[src/rtl/ibex_pkg.sv]
// Shared types for the Ibex core slice: writeback-stage instruction classification.
package ibex_pkg;

    localparam int unsigned WB_INSTR_TYPE_W = 2;

    typedef enum logic [WB_INSTR_TYPE_W-1:0] {
        WB_INSTR_LOAD  = 2'd0,
        WB_INSTR_STORE = 2'd1,
        WB_INSTR_OTHER = 2'd2
    } wb_instr_type_e;

endpackage

[src/rtl/ibex_wb_stage_sync.sv]
// Writeback stage: one-entry buffer between EX/LSU and the register file, retiring
// EX results after one cycle and loads/stores when the LSU responds.
module ibex_wb_stage_sync
    import ibex_pkg::*;
#(
    parameter bit ResetAll = 1'b0
) (
    input  logic           clk_i,
    input  logic           rst_i,

    input  logic           en_wb_i,
    input  wb_instr_type_e instr_type_wb_i,
    input  logic [31:0]    pc_id_i,
    input  logic [4:0]     rf_waddr_id_i,
    input  logic [31:0]    rf_wdata_id_i,
    input  logic           rf_we_id_i,

    input  logic           lsu_resp_valid_i,
    input  logic           lsu_resp_err_i,
    input  logic [31:0]    lsu_rdata_i,

    output logic           ready_wb_o,
    output logic [4:0]     rf_waddr_wb_o,
    output logic [31:0]    rf_wdata_wb_o,
    output logic           rf_we_wb_o,
    output logic           rf_write_wb_o,
    output logic           outstanding_load_wb_o,
    output logic           outstanding_store_wb_o,
    output logic           instr_done_wb_o,
    output logic           lsu_err_wb_o,
    output logic [31:0]    pc_wb_o
);

    localparam int unsigned ADDR_W = 5;
    localparam int unsigned DATA_W = 32;

    typedef enum logic [1:0] {
        EMPTY    = 2'd0,
        VALID    = 2'd1,
        WAIT_LSU = 2'd2
    } wb_state_e;

    wb_state_e             state_q, state_d;
    wb_instr_type_e        type_q;
    logic                  we_q;
    logic [ADDR_W-1:0]     waddr_q;
    logic [DATA_W-1:0]     wdata_q;
    logic [DATA_W-1:0]     pc_q;
    logic                  accept;

    // An instruction is taken only when the buffer is free or retiring this cycle.
    assign accept = en_wb_i & ready_wb_o;

    always_ff @(posedge clk_i) begin
        if (rst_i) begin
            state_q <= EMPTY;
        end else begin
            state_q <= state_d;
        end
    end

    always_comb begin
        state_d = state_q;
        unique case (state_q)
            EMPTY:    state_d = EMPTY;
            VALID:    state_d = EMPTY;
            WAIT_LSU: if (lsu_resp_valid_i) state_d = EMPTY;
            default:  state_d = EMPTY;
        endcase
        if (accept) begin
            state_d = (instr_type_wb_i == WB_INSTR_OTHER) ? VALID : WAIT_LSU;
        end
    end

    always_ff @(posedge clk_i) begin
        if (rst_i) begin
            type_q <= WB_INSTR_LOAD;
            we_q   <= 1'b0;
        end else if (accept) begin
            type_q <= instr_type_wb_i;
            we_q   <= rf_we_id_i;
        end
    end

    // Payload registers only need clearing when ResetAll is set; outputs are masked in EMPTY.
    always_ff @(posedge clk_i) begin
        if (rst_i && ResetAll) begin
            waddr_q <= ADDR_W'(0);
            wdata_q <= DATA_W'(0);
            pc_q    <= DATA_W'(0);
        end else if (accept) begin
            waddr_q <= rf_waddr_id_i;
            wdata_q <= rf_wdata_id_i;
            pc_q    <= pc_id_i;
        end
    end

    always_comb begin
        ready_wb_o             = 1'b0;
        rf_waddr_wb_o          = ADDR_W'(0);
        rf_wdata_wb_o          = DATA_W'(0);
        rf_we_wb_o             = 1'b0;
        rf_write_wb_o          = 1'b0;
        outstanding_load_wb_o  = 1'b0;
        outstanding_store_wb_o = 1'b0;
        instr_done_wb_o        = 1'b0;
        lsu_err_wb_o           = 1'b0;
        pc_wb_o                = DATA_W'(0);
        unique case (state_q)
            EMPTY: begin
                ready_wb_o = 1'b1;
            end
            VALID: begin
                ready_wb_o      = 1'b1;
                instr_done_wb_o = 1'b1;
                rf_waddr_wb_o   = waddr_q;
                rf_wdata_wb_o   = wdata_q;
                rf_we_wb_o      = we_q;
                rf_write_wb_o   = we_q;
                pc_wb_o         = pc_q;
            end
            WAIT_LSU: begin
                rf_waddr_wb_o          = waddr_q;
                rf_wdata_wb_o          = wdata_q;
                rf_write_wb_o          = we_q;
                pc_wb_o                = pc_q;
                outstanding_load_wb_o  = (type_q == WB_INSTR_LOAD);
                outstanding_store_wb_o = (type_q == WB_INSTR_STORE);
                if (lsu_resp_valid_i) begin
                    ready_wb_o      = 1'b1;
                    instr_done_wb_o = 1'b1;
                    lsu_err_wb_o    = lsu_resp_err_i;
                    // Load data bypasses the buffer so it is written in the response cycle.
                    if ((type_q == WB_INSTR_LOAD) && !lsu_resp_err_i) begin
                        rf_we_wb_o    = we_q;
                        rf_wdata_wb_o = lsu_rdata_i;
                    end
                end
            end
            default: begin
                ready_wb_o = 1'b1;
            end
        endcase
    end

    // Upstream must not present an instruction while WB is full.
    a_no_enter_when_busy: assert property (@(posedge clk_i) disable iff (rst_i)
        !(en_wb_i && !ready_wb_o));

endmodule

[config.mk]
export PLATFORM = sky130hd
export DESIGN_NAME = ibex_wb_stage_sync
export DESIGN_NICKNAME = d
export VERILOG_FILES = /design/src/rtl/ibex_pkg.sv /design/src/rtl/ibex_wb_stage_sync.sv
export SDC_FILE = /design/constraint.sdc
export NUM_CORES = 1
export LEC_CHECK = 0
export CORE_MARGIN = 1
export CORE_UTILIZATION = 37
export CTS_CLUSTER_DIAMETER = 120
export DETAILED_ROUTE_END_ITERATION = 12
export PLACE_DENSITY = 0.83
export SLEW_MARGIN = 40
export SYNTH_ARGS = -nofsm -noshare
export SYNTH_HDL_FRONTEND = slang
export SYNTH_SLANG_ARGS = --single-unit
[constraint.sdc]
create_clock -name clk_i -period 4.7 [get_ports clk_i]
set_input_delay 0.94 -clock clk_i [delete_from_list [all_inputs] [get_ports clk_i]]
set_output_delay 0.94 -clock clk_i [all_outputs]
set_load 0.05 [all_outputs]
==> results.toml <==
[pwr]
power.share.clock_pct = 30.6
p_seq_share_pct = 49.8
max-vdd-ir-drop_v = 0.000165
swShare_pct = 25.8
p_leak_uw = 0.00181
internal_power_uw = 1160
switching_power_uw = 402
pwr-share-comb_pct = 19.6
p_per_area_nw_per_um2 = 303

[finish]
n_antenna_cell = 0
regArea_um2 = 2170
layout.nets = 495
multi_input_area_um2 = 747
syn_to_final_growth_pct = 71.4
fin_area_um2 = 5140
fillers = 559
drive_above_1_share_pct = 8.23

[sta]
timing.final.crit_share_pct = 92.2
max_freq_mhz = 231
drv_slew = 0
setup_viol = 0
tns_ns = 0
layout_setup_ws_ns = 0.365
tightestPinTransition_ns = 0.606
grt_setup_unrepaired = "false"
hold_viol_final = 0
clock_skew_ns = 0.00325
slew_headroom_pct = 59.5
min_period_ns = 4.33

[logic_synthesis]
async_flop_share_pct = 0
yosysSeqAreaShare_pct = 72.4
netlist_instances = 196
yosys_warnings = 0
syn_nets = 307
ys.flop_type = "edfxtp_1"
avgSynthCellArea_um2 = 15.3
synth_edf_count = 69
ys_seq_elements = 74
syn_area_um2 = 3000
synthDistinctLibCells = 24

[clock_network]
ctsResizeCount = 0
cts_max_level = 3
cts_hold_buffers = 0
root_buffer = "clkbuf_8"
cts-buffers-inserted = 9
cts.sinks = 74
cts_setup_buffers = 0
insertion_delay_ns = 0.33
cts.clk_slew.worst_paths_ns = 0.07
cts_buffer_depth = 2
cts_tree = "yes"

[job]
drv_cap = 0

[route]
drt_wl_total_um = 7550
drt_iter0_drc = 61
vias = 2309
wl_per_cell_um = 15.4
route.antenna.remaining_nets = 0
drc = 0
firstDrtPassIters = 4
drt-vias-per-instance = 4.70

[critical_path]
cp-start-kind = "input port"
crit_chain = "clkdlybuf4s50_1 > or4b_4 > a31o_4 > a22o_1 > clkdlybuf4s50_1"
arrival_ns = 3.39
critPathMaxStageDelay_ns = 0.72
end_kind = "primary output"
crit_fanout = 31
cpMostUsedCell = "clkdlybuf4s50_1"
cp_slowest_cell = "clkdlybuf4s50_1"
critPathKind = "in2out"
crit_required_ns = 3.76

[placement]
preCtsSetupSlack_ns = 0.357
io_buffers = 184
gp_congestion = 0.822
post-dp-hpwl_um = 5700
place_area_um2 = 4950

[grt]
grt_pass1_vias = 2273
grt.overflow.total = 0
antenna_found_initial = 0
grt_max_degree = 39
groute.usage.overall_pct = 17.8
grt_pass1_wl_um = 11400

[floorplanning]
die_area_um2 = 8480
ioPinCount = 185
dieWidth_um = 92.1
core-area_um2 = 7770
row_count = 32
start_util_pct = 38.6
die_h_um = 92.1

[worst_hold_path]
hold_path_class = "reg2reg"

[status]
status = "completed"
-- Yosys cell counts, types with 2 or more instances --
cell type / count / area, um^2
o21ai_0: 3 / 15.0
inv_1: 6 / 22.5
a22o_1: 31 / 272
dfxtp_1: 5 / 100
nor2b_1: 41 / 257
buf_6: 3 / 33.8
edfxtp_1: 69 / 2070
nand3_1: 4 / 20.0
nand2_1: 4 / 15.0
buf_2: 3 / 15.0
clkbuf_1: 5 / 18.8
ha_1: 2 / 25.0
nor2_1: 3 / 11.3
a21oi_1: 7 / 35.0
-- registers in the layout, summed over array words and instances (netlist names) --
register	cells
pc_q	32
state_q	2
type_q	2
waddr_q	5
wdata_q	32
we_q	1
-- logic make-up after synthesis --
kind of cell / count (synthesis) / share of synthesized area, %
AOI/OAI and AO/OA: 44 / 11.7
adders and majority gates: 2 / 0.834
buffers and inverters: 17 / 3.00
DFF: 74 / 72.4
and+or+nand+nor: 59 / 12.1
-- power groups by stage --
stage / sequential, uW / clock, uW / combinational [uW]
floorplan: 790 / 0 / 147
global placement: 789 / 0 / 298
detailed placement: 790 / 0 / 307
CTS: 775 / 492 / 308
global route: 779 / 520 / 321
finish: 775 / 477 / 306
-- cell usage in the layout (no fill, tap or decap), drive strengths merged, types with 2 or more instances in the layout --
cell type and instances:
clkbuf 10, a21oi 7, dfxtp 5, clkdlybuf4s50 175, clkinvlp 3, buf 13, nor2 3, edfxtp 69
nor2b 41, a22o 31, nand3 4, ha 2, o21ai 3, inv 7, nand2 4
-- routing by layer --
layer  vias to the layer above  track usage, %  share of wire (%)
li1                       1113               -                  -
met1                      1052            19.6                 39
met2                       132            31.5                 51
met3                        12            5.89                8.5
met4                         0            7.29                1.6
met5                         -               0                  0
-- metrics by stage --
step	cells	utilization, %	hold WS [ns]	total power, uW
floorplan	196	-	0.443	937
global placement	474	63.4	0.465	1090
detailed placement	475	63.7	0.463	1100
CTS	491	66.2	0.474	1580
global route	491	66.2	0.508	1620
finish	491	66.2	0.475	1560
-- final timing paths --
path,startpoint,to,slack [ns],cells after the start
setup / recovery,lsu_resp_valid_i,rf_wdata_wb_o[11],0.37,5
hold / removal,we_q,we_q,0.48,2
setup reg to reg,state_q[0],pc_q[28],2.79,5
hold reg to reg,we_q,we_q,0.48,2
-- worst max-delay path, delay by kind of cell --
kind,cells,cell delay [ns]
buf+inv,2,1.29
compound gates,2,0.65
simple gates,1,0.50
-- layout make-up --
class	count	share of cell area [%]
Inverter	6	0.438
Clock buffer	10	2.48
Multi-Input combinational cell	105	14.5
Tap cell	102	2.48
Clock inverter	6	1.29
Timing Repair Buffer	188	36.6
Sequential cell	74	42.2
(Power assumes the default switching activity.)
